[src/rtl/ctrl_desplazamiento.sv]
// -----------------------------------------------------------------------------
// ctrl_desplazamiento
//
// Multi-cycle shift controller for the RV32I execution stage. Performs SLL,
// SRL and SRA on a 32-bit operand, moving at most PASO bit positions per
// clock, so a narrow shifter can stand in for a full barrel shifter.
//
// Parameters:
//   PASO        max bit positions shifted per cycle (1, 2, 4, 8 or 16)
//
// Ports:
//   clk         system clock, rising edge
//   rst         synchronous reset, active-high
//   inicio      request strobe, accepted only while ocupado=0
//   a[31:0]     operand to shift
//   b[4:0]      shift amount, 0..31
//   izquierda   1 = shift left (SLL), 0 = shift right
//   con_signo   right shifts only: 1 = arithmetic, 0 = logical
//   Y[31:0]     accumulator / result; valid while listo=1
//   listo       one-cycle done pulse
//   ocupado     high in every state except REPOSO
//
// Build option:
//   DES_RAPIDO_EN  when defined, the shift step that exhausts the remaining
//                  count goes straight to FIN, and a b=0 request goes from
//                  REPOSO directly to FIN. Results are unchanged; only the
//                  latency drops.
// -----------------------------------------------------------------------------
module ctrl_desplazamiento #(
  parameter int PASO = 1
) (
  input  logic        clk,
  input  logic        rst,
  input  logic        inicio,
  input  logic [31:0] a,
  input  logic [4:0]  b,
  input  logic        izquierda,
  input  logic        con_signo,
  output logic [31:0] Y,
  output logic        listo,
  output logic        ocupado
);

  // Per-cycle shift amount only needs enough bits to encode 0..PASO, which
  // keeps the datapath shifter as narrow as the step size allows.
  localparam int            NW     = $clog2(PASO + 1);
  localparam logic [NW-1:0] PASO_N = NW'(PASO);
  localparam logic [4:0]    PASO_R = 5'(PASO);

  typedef enum logic [1:0] {
    REPOSO   = 2'd0,
    DESPLAZA = 2'd1,
    FIN      = 2'd2
  } estado_t;

  estado_t     r_estado;
  logic [31:0] r_acum;
  logic [4:0]  r_restante;
  logic        r_izq;
  logic        r_relleno;   // fill bit for right shifts: con_signo & a[31]
  logic        r_listo;
  logic        r_ocupado;

  logic [NW-1:0] w_n;
  logic [31:0]   w_izq;
  logic [31:0]   w_der;
  logic [31:0]   w_desp;

  // Step size for this cycle: min(PASO, restante).
  assign w_n = (r_restante >= PASO_R) ? PASO_N : r_restante[NW-1:0];

  // Left shifts always fill with zero. Right shifts OR in a mask of the
  // vacated top bits when the latched fill bit is set (arithmetic, negative).
  assign w_izq  = r_acum << w_n;
  assign w_der  = (r_acum >> w_n) | (r_relleno ? ~(32'hFFFF_FFFF >> w_n) : 32'h0);
  assign w_desp = r_izq ? w_izq : w_der;

  // NOTE: all state is updated with non-blocking assignments so every
  // register samples the pre-edge values, independent of statement order.
  always_ff @(posedge clk) begin
    if (rst) begin
      r_estado   <= REPOSO;
      r_acum     <= '0;
      r_restante <= '0;
      r_izq      <= 1'b0;
      r_relleno  <= 1'b0;
      r_listo    <= 1'b0;
      r_ocupado  <= 1'b0;
    end else begin
      // NOTE: listo defaults low every cycle; only the transition into FIN
      // raises it, which makes it a single-cycle pulse by construction.
      r_listo <= 1'b0;

      case (r_estado)
        REPOSO: begin
          if (inicio) begin
            r_acum     <= a;
            r_restante <= b;
            r_izq      <= izquierda;
            r_relleno  <= ~izquierda & con_signo & a[31];
            r_ocupado  <= 1'b1;
`ifdef DES_RAPIDO_EN
            if (b == 5'd0) begin
              r_estado <= FIN;
              r_listo  <= 1'b1;
            end else begin
              r_estado <= DESPLAZA;
            end
`else
            r_estado   <= DESPLAZA;
`endif
          end
        end

        DESPLAZA: begin
          if (r_restante != 5'd0) begin
            r_acum     <= w_desp;
            r_restante <= r_restante - 5'(w_n);
`ifdef DES_RAPIDO_EN
            // Last step: skip the idle DESPLAZA cycle.
            if (r_restante == 5'(w_n)) begin
              r_estado <= FIN;
              r_listo  <= 1'b1;
            end
`endif
          end else begin
            r_estado <= FIN;
            r_listo  <= 1'b1;
          end
        end

        FIN: begin
          // Y holds; any inicio seen here is ignored.
          r_estado  <= REPOSO;
          r_ocupado <= 1'b0;
        end

        default: begin
          r_estado  <= REPOSO;
          r_ocupado <= 1'b0;
        end
      endcase
    end
  end

  assign Y       = r_acum;
  assign listo   = r_listo;
  assign ocupado = r_ocupado;

endmodule

[config.mk]
export PLATFORM = sky130hd
export DESIGN_NAME = ctrl_desplazamiento
export DESIGN_NICKNAME = d
export VERILOG_FILES = /design/src/rtl/ctrl_desplazamiento.sv
export SDC_FILE = /design/constraint.sdc
export NUM_CORES = 1
export LEC_CHECK = 0
export ABC_AREA = 1
export BUFFER_PORTS_ARGS = -buffer_cell sky130_fd_sc_hd__buf_2
export CAP_MARGIN = 20
export CORE_MARGIN = 1.5
export CORE_UTILIZATION = 45
export DETAILED_ROUTE_END_ITERATION = 6
export GPL_TIMING_DRIVEN = 0
export PLACE_DENSITY = 0.72
export SETUP_SLACK_MARGIN = 0.5
export SYNTH_ARGS = -nofsm -noshare
export SYNTH_HDL_FRONTEND = slang
export SYNTH_SLANG_ARGS = --single-unit
[constraint.sdc]
create_clock -name clk -period 1.5 [get_ports clk]
set_input_delay 0.15 -clock clk [delete_from_list [all_inputs] [get_ports clk]]
set_output_delay 0.15 -clock clk [all_outputs]
set_load 0.01 [all_outputs]
After elaboration in Yosys (flattened, before gate mapping)
Cells that the tools add are included.
{"block": "classes", "n_eq_ne": 4, "muxes": 15, "magnitude_cmp": 1, "shift": 3, "bitwise_logic": 6, "n_reduce_logical": 8, "add_sub_neg": 1}
{"op": "$mux W32", "count": 4}
{"op": "$pmux W32 S2", "count": 1}
{"op": "$not A32 Y32", "count": 1}
{"op": "$or A32 B32 Y32", "count": 1}
{"op": "$shl A32 B1 Y32", "count": 1}
{"op": "$shr A32 B1 Y32", "count": 1}
{"op": "$shr A32 B1 Y32 const A", "count": 1}
{"op": "$mux W5", "count": 2}
{"op": "$pmux W5 S2", "count": 1}
{"op": "$ne A2 B2 Y1 const B", "count": 3}
{"op": "$reduce_and A2 Y1", "count": 3}
{"op": "$ge A5 B1 Y1 const B", "count": 1}
{"op": "$reduce_bool A5 Y1", "count": 1}
{"op": "$sub A5 B1 Y5", "count": 1}
{"op": "$mux W2", "count": 2}
{"op": "$pmux W2 S2", "count": 1}
{"op": "$mux W1", "count": 3}
{"op": "$reduce_and A3 Y1", "count": 1}
{"op": "$and A1 B1 Y1", "count": 2}
{"op": "$eq A2 B1 Y1 const B", "count": 1}
{"op": "$logic_not A2 Y1", "count": 1}
{"op": "$not A1 Y1", "count": 2}
{"op": "$pmux W1 S2", "count": 1}
{"op": "$reduce_bool A2 Y1", "count": 1}
{"op": "$reduce_or A2 Y1", "count": 1}
{"block": "totals", "word_cells": 45, "reg_bits": 43, "in_bits": 42, "output_inout_bits": 34}

Depth between registers and ports, before layout
Gate-level depths: netlist (run 1).
{"block": "depth", "depth_word": 9, "depth_mapped": 10}

Worst setup path after synthesis (run 1)
No wires, ideal clock.
{"block": "synth_path", "path_type": "register -> register", "startpoint": "reg r_restante[1]", "endpoint": "reg r_restante[2]", "t_required_ns": 1.383, "stages_incl_launch_ff": 11, "path_slack_ns": 0.215, "path_buffers": 0, "arrival_time_ns": 1.168, "cell_sequence": "dfxtp_1 > nor2_4 > a21oi_1 > ha_1 > inv_1 > nand2_1 > nand2_1 > a21oi_1 > nand2_1 > nand2_1 > a21oi_1"}
{"block": "synth_between", "elab_chain_cells": 5}
{"element": "start: declaration", "line": "58", "text": "logic [4:0] r_restante;"}
{"element": "start signal: assignment", "line": "118", "text": "r_restante <= r_restante - 5'(w_n);"}
{"element": "$ge A5 B1 Y1", "line": "70", "text": "assign w_n = (r_restante >= PASO_R) ? PASO_N : r_restante[NW-1:0];"}
{"element": "$mux W1", "line": "70"}
{"element": "$sub A5 B1 Y5", "line": "118"}
{"element": "$mux W5", "line": "116", "text": "if (r_restante != 5'd0) begin"}
{"element": "$pmux W5 S2", "line": "94", "text": "case (r_estado)"}
Parallel ways exist; a longest one is shown, timed or not. The select of a mux whose other input is x is not followed.
A chain may end at the register's enable or synchronous reset.

Worst setup path in the final report (run 1)
{"block": "layout_path", "startpoint": "reg r_restante[2]", "endpoint": "reg r_acum[29] (netlist: Y[29])"}
{"block": "layout_between", "elab_chain_cells": 9}
{"element": "$ge A5 B1 Y1", "line": "70"}
{"element": "$mux W1", "line": "70"}
{"element": "$shr A32 B1 Y32", "line": "75", "text": "assign w_der = (r_acum >> w_n) | (r_relleno ? ~(32'hFFFF_FFFF >> w_n) : 32'h0);"}
{"element": "$not A32 Y32", "line": "75"}
{"element": "$mux W32", "line": "75"}
{"element": "$or A32 B32 Y32", "line": "75"}
{"element": "$mux W32", "line": "76", "text": "assign w_desp = r_izq ? w_izq : w_der;"}
{"element": "$mux W32", "line": "116"}
{"element": "$pmux W32 S2", "line": "94"}
{"element": "end signal: assignment", "line": "117", "text": "r_acum <= w_desp;"}
{"element": "end: declaration", "line": "57", "text": "logic [31:0] r_acum;"}
Parallel ways exist; a longest one is shown, timed or not. The select of a mux whose other input is x is not followed.

==> reports/metrics.csv, run 1 <==
stage,metric,value,unit
place,DP Wirelength,5.22,mm
clock_network,clock tree from TritonCTS,yes,
routing,top routing layer in use,met4,
timing,post-route fraction of the period consumed by the critical path,0.920,
synth,cells taking the most area after synthesis,"sky130_fd_sc_hd__dfxtp_1 (35%), sky130_fd_sc_hd__nand2_1 (18%), sky130_fd_sc_hd__nor2_1 (9.2%)",
timing,final setup violation count,0,
flow_run,maximum capacitance violations,0,
routing,Detailed Route WL,7.84,mm
routing,1st-pass router iterations,5,
clock_network,TritonCTS buffer count,5,
synth,number of register bits inferred by synthesis,43,
synth,post-synthesis instance area,2450,um2
worst_setup_path,critical path peak fanout,6,
routing,routed wl met2,3.76,mm
timing,pins over their slew limit,0,
clock_network,Clock Sinks,43,
clock_network,clock network latency to the later pin of the worst-skew pair,0.29,ns
synth,"EDFF count, synth",0,
timing,accumulated negative setup slack,0,ns
synth,post-synth top area cell,sky130_fd_sc_hd__dfxtp_1,
worst_setup_path,reg2reg setup slack,0.12,ns
synth,"count leader, synth",sky130_fd_sc_hd__nand2_1,
routing,met3 wirelength from detailed routing,495,um
synth,net count after synthesis,442,
timing,Max-Slew Margin vs Limit,0.554,
layout,number of nets in the finished design,537,
pwr,Design Power,4.20,mW
pwr,Leakage,1.66,nW
synth,Synth Flop Type,sky130_fd_sc_hd__dfxtp_1,
layout,fill cell count,463,
layout,layout-stage area growth over the synthesis result,40.0,%
layout,layout cells sized above 1,0.347,
timing,fin crit period,1.38,ns
clock_network,CTS Buffer Depth,2,
timing,measured slew at the worst slew-check pin,0.669,ns
routing,routed wirelength normalized by instance count,13.9,um
timing,setup repair after global routing missed its margin,true,
layout,number of diodes added for antenna fixing,0,
worst_setup_path,category of the most critical setup path,reg -> reg,
clock_network,register clock-pin slew on the reported worst setup and hold paths,0.08,ns
outcome,run status,finished clean,
worst_setup_path,crit end category,register,
routing,vias,2901,
pwr,worst vdd rail ir drop,762,uV
die,width of the chip,76.8,um
grt,wire length of the first global-routing pass,12.2,mm
timing,worst clock skew,0.00493,ns
worst_setup_path,data arrival time of the worst path,1.61,ns
synth,"FFs w/ async S/R, synth",0,
timing,highest attainable clock frequency,725,MHz
die,floorplan die area,5900,um2
clock_network,clock tree root buffer cell,sky130_fd_sc_hd__clkbuf_8,
routing,number of vias per cell,5.13,
grt,overall routing resource usage,0.255,
routing,Met1 Wirelength,3.50,mm
die,core area,5170,um2
routing,number of nets with antenna violations after detailed routing,0,
synth,cell types with the highest counts after synthesis,"sky130_fd_sc_hd__nand2_1 (119), sky130_fd_sc_hd__nor2_1 (60), sky130_fd_sc_hd__o21ai_0 (45), sky130_fd_sc_hd__dfxtp_1 (43), sky130_fd_sc_hd__inv_1 (33)",
synth,share of the yosys chip area belonging to registers,0.351,
grt,number of global-route vias before repair,2641,
grt,pin count of the biggest net entering global routing,13,
synth,yosys warns,0,
place,Routability Congestion,0.874,
pwr,power per cell area,1220,nW/um2
synth,cells after synthesis,399,
die,die extent in y,76.8,um
grt,number of antenna violations at the first check in global routing,0,
synth,synthesized area per cell,6.14,um2
worst_setup_path,startpoint type of the worst setup path,register,
place,IO buf count,74,
synth,number of library cell types mapped by synthesis,26,
die,I/O pin total,76,
timing,Hold Worst Slack,0.116,ns
die,Starting Density,0.474,
routing,drt first-iter violations,215,
routing,DRC,0,
worst_setup_path,worst endpoint required time,1.73,ns
timing,final number of hold-violating endpoints,0,
clock_network,number of H-tree levels,2,
grt,total grt overflow,0,
synth,fraction of synthesized cell area taken by the top area cell type,0.351,
die,floorplan row count,26,
worst_hold_path,Hold WC Path Type,in -> reg,
cell usage in the layout, fill, tap and decap left out, types with 2 or more instances in the layout:
cell type                     n
sky130_fd_sc_hd__clkbuf_2     2
sky130_fd_sc_hd__buf_2       75
sky130_fd_sc_hd__dfxtp_2     21
sky130_fd_sc_hd__nand2_1    116
sky130_fd_sc_hd__o21ai_1     30
sky130_fd_sc_hd__a21oi_4      2
sky130_fd_sc_hd__nor2_4       4
sky130_fd_sc_hd__clkbuf_4     3
sky130_fd_sc_hd__buf_6       10
sky130_fd_sc_hd__nand3_1     18
sky130_fd_sc_hd__clkbuf_16    3
sky130_fd_sc_hd__buf_8        2
sky130_fd_sc_hd__nand2_2      2
sky130_fd_sc_hd__clkbuf_1     4
sky130_fd_sc_hd__inv_2        3
sky130_fd_sc_hd__buf_4       12
sky130_fd_sc_hd__a21oi_2      7
sky130_fd_sc_hd__nor2_1      56
sky130_fd_sc_hd__o21ai_2      2
sky130_fd_sc_hd__nand2_4      2
sky130_fd_sc_hd__nor2_2       3
sky130_fd_sc_hd__dfxtp_1     19
sky130_fd_sc_hd__dfxtp_4      3
sky130_fd_sc_hd__o21a_1       6
sky130_fd_sc_hd__a21oi_1     24
sky130_fd_sc_hd__inv_4        2
sky130_fd_sc_hd__clkbuf_8     7
sky130_fd_sc_hd__inv_1       32
sky130_fd_sc_hd__o21ai_0     15
sky130_fd_sc_hd__nand3_4      2
cell families (layout without fill, tap and decap cells):
group	count (synthesis)	after routing	share of synthesized area
flip-flops	43	43	0.351
buffers and inverters	61	157	0.106
AND/OR/NAND/NOR	207	207	0.348
AO/OA/AOI/OAI	87	87	0.189
adder cells (fa/ha/maj)	1	1	0.00511
what timing repair did:
| action | CTS | global route |
|---|---|---|
| buffers inserted | 9 | 2 |
| gates resized for setup | 28 | 58 |
| hold buffers | 0 | 0 |
| pin swaps | 5 | 10 |
| gates cloned | 1 | 2 |
| endpoints found under the setup margin | 47 | 56 |
power breakdown:
part	total, mW	internal (mW)	switching (mW)	leakage [nW]
Combinational	1.88	0.822	1.06	1.25
Clock	0.817	0.421	0.396	0.0515
Sequential	1.51	1.34	0.169	0.364
Total	4.20	2.58	1.62	1.66
worst max-delay path, cell delays in order, from the launching register on:
cell and delay (ns):
sky130_fd_sc_hd__dfxtp_2 0.34, sky130_fd_sc_hd__nor2_4 0.19, sky130_fd_sc_hd__nand3_4 0.14, sky130_fd_sc_hd__a21oi_4 0.19, sky130_fd_sc_hd__buf_6 0.17, sky130_fd_sc_hd__clkbuf_16 0.16
sky130_fd_sc_hd__nor2_1 0.05, sky130_fd_sc_hd__nor2_1 0.08
flip-flops by register name (all words and copies together) (netlist names), named ones only:
register,count
r_restante,5
Y,31
ocupado,1
listo,1
r_relleno,1
r_izq,1
r_estado,2
final timing paths:
path                     to           from  cells after the start
setup reg to reg      Y[29]  r_restante[2]                      7
setup / recovery      Y[29]  r_restante[2]                      7
hold reg to reg     ocupado        ocupado                      2
hold / removal    r_relleno      con_signo                      3
routing by layer:
layer / vias to the layer above / global-route usage
li1: 1447 / -
met1: 1340 / 0.327
met2: 103 / 0.430
met3: 11 / 0.0476
met4: 0 / 0.0778
met5: - / 0
area by class of cell:
type | instances | area [um2] | area share
repair buffers | 88 | 533 | 0.155
inverters | 37 | 144 | 0.0419
clock buffers | 8 | 100 | 0.0292
plain buffers | 24 | 218 | 0.0635
flip-flops and latches | 43 | 898 | 0.262
well taps | 70 | 87.6 | 0.0255
multi-input cells | 295 | 1450 | 0.423
stage by stage:
step,setup slack [ns],util,area (um2),cells
detailed placement,0.0685,0.574,2970,543
floorplan,0.277,-,2510,399
finish,0.120,0.663,3430,565
CTS,0.180,0.621,3210,561
global route,0.0419,0.663,3430,565
global placement,0.0877,0.574,2970,543
Note: power is estimated with default switching activity, not from simulation.
==> run 2, diff against run 1 <==
MAX_ROUTING_LAYER = met4   (was not set)
SETUP_SLACK_MARGIN = not set   (was 0.5)
==> run 2 against run 1 <==
Effect of this change:
- sequential power barely moved
- clock skew barely moved
- global-route usage rose by 0.66 points
- wire length fell by 5.9%
- cell area fell by 11%
- cell count fell by 1.6%
==> reports/metrics.csv, run 2 (synthesis gave the netlist of run 1 again) <==
stage,metric,value,unit,change
worst_setup_path,worst flop-to-flop path endpoint,Y[23],,was Y[29]
routing,drt first-iter violations,191,,was 215
worst_setup_path,launching point of the worst reg2reg path,r_restante[2],,unchanged
worst_setup_path,reg2reg setup slack,0.09,ns,was 0.12 ns
timing,measured slew at the worst slew-check pin,0.522,ns,was 0.669 ns
layout,fill cell count,537,,was 463
worst_setup_path,worst endpoint required time,1.67,ns,was 1.73 ns
layout,most frequent cells in the layout,"sky130_fd_sc_hd__nand2_1 (119), sky130_fd_sc_hd__buf_2 (82), sky130_fd_sc_hd__nor2_1 (60)",,"was sky130_fd_sc_hd__nand2_1 (116), sky130_fd_sc_hd__buf_2 (75), sky130_fd_sc_hd__nor2_1 (56)"
routing,routed wirelength normalized by instance count,13.3,um,was 13.9 um
routing,number of nets with antenna violations after detailed routing,0,,unchanged
grt,number of global-route vias before repair,2527,,"was 2,641"
place,Routability Congestion,0.914,,was 0.874
worst_setup_path,critical path peak fanout,10,,was 6
grt,pin count of the biggest net entering global routing,14,,was 13
die,width of the chip,76.8,um,unchanged
layout,layout cells sized above 1,0.253,,was 0.347
pwr,Power Internal,2.23,mW,was 2.58 mW
clock_network,number of H-tree levels,2,,unchanged
timing,Hold Worst Slack,0.105,ns,was 0.116 ns
die,floorplan die area,5900,um2,unchanged
timing,pins over their slew limit,0,,unchanged
clock_network,clock network latency to the later pin of the worst-skew pair,0.30,ns,was 0.29 ns
worst_setup_path,CP Cell Sequence,"nor2_4, nand3_4, buf_4, buf_4, nand3_1, nand2_1, inv_1, a21oi_1",,"was nor2_4, nand3_4, a21oi_4, buf_6, clkbuf_16, nor2_1, nor2_1"
grt,overall routing resource usage,0.261,,was 0.255
grt,wire length of the first global-routing pass,12.0,mm,was 12.2 mm
worst_setup_path,crit end category,register,,unchanged
routing,Detailed Route WL,7.38,mm,was 7.84 mm
timing,final number of hold-violating endpoints,0,,unchanged
layout,number of diodes added for antenna fixing,0,,unchanged
worst_setup_path,largest stage delay on the critical path,0.34,ns,about the same
worst_setup_path,critical path startpoint,r_restante[2],,unchanged
flow_run,maximum capacitance violations,0,,unchanged
die,die extent in y,76.8,um,unchanged
grt,number of antenna violations at the first check in global routing,0,,unchanged
grt,total grt overflow,0,,unchanged
pwr,sequential share of power,0.400,,was 0.359
place,DP Wirelength,5.25,mm,was 5.22 mm
worst_setup_path,category of the most critical setup path,reg -> reg,,unchanged
worst_setup_path,Worst Reg2Reg Path Length in Cells,8,,was 7
layout,max reg flops,31,,unchanged
layout,"commonest non-fill, non-tap cell in the layout",sky130_fd_sc_hd__nand2_1,,unchanged
layout,Post-Layout Inst Area,3070,um2,was 3430 um2
worst_setup_path,cell seen most often among critical-path stages,sky130_fd_sc_hd__buf_4,,was sky130_fd_sc_hd__nor2_1
timing,highest attainable clock frequency,711,MHz,was 725 MHz
clock_network,CTS Buffer Depth,2,,unchanged
die,I/O pin total,76,,unchanged
clock_network,hold-fix buffers at CTS,0,,unchanged
die,core area,5170,um2,unchanged
worst_setup_path,startpoint type of the worst setup path,register,,unchanged
worst_hold_path,Hold WC Path Type,in -> reg,,unchanged
worst_setup_path,crit path capture,Y[23],,was Y[29]
clock_network,register clock-pin slew on the reported worst setup and hold paths,0.08,ns,about the same
routing,1st-pass router iterations,5,,unchanged
pwr,power per cell area,1220,nW/um2,about the same
place,area after detailed placement,2910,um2,was 2970 um2
die,floorplan row count,26,,unchanged
timing,Max-Slew Margin vs Limit,0.652,,was 0.554
layout,number of nets in the finished design,528,,was 537
worst_setup_path,data arrival time of the worst path,1.58,ns,was 1.61 ns
pwr,switch share,0.403,,was 0.386
clock_network,clock tree root buffer cell,sky130_fd_sc_hd__clkbuf_8,,unchanged
die,Starting Density,0.474,,unchanged
layout,layout-stage area growth over the synthesis result,25.3,%,was 40.0%
timing,post-route fraction of the period consumed by the critical path,0.938,,was 0.920
timing,fin crit period,1.41,ns,was 1.38 ns
routing,DRC,0,,unchanged
pwr,Design Power,3.73,mW,was 4.20 mW
worst_setup_path,critical-path cell with the highest stage delay,sky130_fd_sc_hd__dfxtp_2,,unchanged
timing,final setup violation count,0,,unchanged
clock_network,Clock Sinks,43,,unchanged
pwr,Leakage,1.53,nW,was 1.66 nW
outcome,run status,finished clean,,unchanged
clock_network,TritonCTS buffer count,5,,unchanged
pwr,fraction of power consumed by combinational cells,0.404,,was 0.447
pwr,switching power,1.50,mW,was 1.62 mW
timing,worst clock skew,0.00474,ns,was 0.00493 ns
routing,number of vias per cell,4.96,,was 5.13
routing,vias,2760,,"was 2,901"
place,IO buf count,74,,unchanged
pwr,worst vdd rail ir drop,764,uV,was 762 uV
clock_network,clock tree from TritonCTS,yes,,unchanged
pwr,share of total power in the clock network,0.196,,was 0.194
==> run 2: changes by cell type in the layout (fill, tap and decap cells not counted), sizes merged <==
cell    change
buf        -10
clkbuf      -2
clkinv      +3
==> run 2: power by group through the flow <==
stage	clock network (mW)	registers [mW]	logic, mW
3_3_place_gp	0	1.50	1.37
2_1_floorplan	0	1.53	0.892
5_1_grt	0.791	1.52	1.68
4_1_cts	0.743	1.48	1.41
6_report	0.732	1.49	1.51
3_5_place_dp	0	1.50	1.39
==> run 2: how the worst min path moves through the flow <==
stage,startpoint,slack (ns),depth (start not counted),end
after floorplan,con_signo,0.31,2,r_relleno
after global placement,con_signo,0.42,3,r_relleno
after detailed placement,con_signo,0.42,3,r_relleno
after CTS,con_signo,0.1,3,r_relleno
after global routing,con_signo,0.14,3,r_relleno
final,con_signo,0.10,3,r_relleno
==> run 2: area by class of cell <==
| class | instances | area (um2) | share of cell area |
|---|---|---|---|
| timing repair buffer | 79 | 408 | 0.133 |
| clock inverter | 3 | 15.0 | 0.00489 |
| multi-input combinational | 295 | 1350 | 0.439 |
| clock buffer | 5 | 68.8 | 0.0224 |
| tap | 70 | 87.6 | 0.0285 |
| sequential | 43 | 866 | 0.282 |
| buffer | 24 | 138 | 0.0448 |
| inverter | 37 | 139 | 0.0453 |
==> run 2: worst max-delay path, delay by kind of cell (launching register included) <==
family	cells	cell delay (ns)
AOI/OAI and AO/OA	1	0.05
DFF	1	0.34
and+or+nand+nor	4	0.46
buffers and inverters	3	0.43
==> run 2: layer usage <==
layer | share of wire | up-vias | global-route usage
li1 | - | 1432 | -
met1 | 0.47 | 1236 | 0.348
met2 | 0.46 | 83 | 0.419
met3 | 0.053 | 9 | 0.0333
met4 | 0.011 | 0 | 0.0667
met5 | 0 | - | -
==> run 2: what timing repair did <==
item / 4_1_cts / 5_1_grt
buffers inserted: 0 / 5
cloned: 0 / 0
gates resized for setup: 4 / 28
hold endpoints to repair: 0 / 0
pin swaps: 1 / 3
endpoints found under the setup margin: 2 / 37
==> run 2: through the flow <==
step / util / cells / setup TNS, ns / setup slack (ns)
2_1_floorplan: - / 399 / 0 / 0.215
3_3_place_gp: 0.562 / 543 / 0 / 0.0419
3_5_place_dp: 0.562 / 543 / 0 / 0.0191
4_1_cts: 0.581 / 551 / 0 / 0.00242
5_1_grt: 0.593 / 556 / -0.0220 / -0.0203
6_report: 0.593 / 556 / 0 / 0.0928
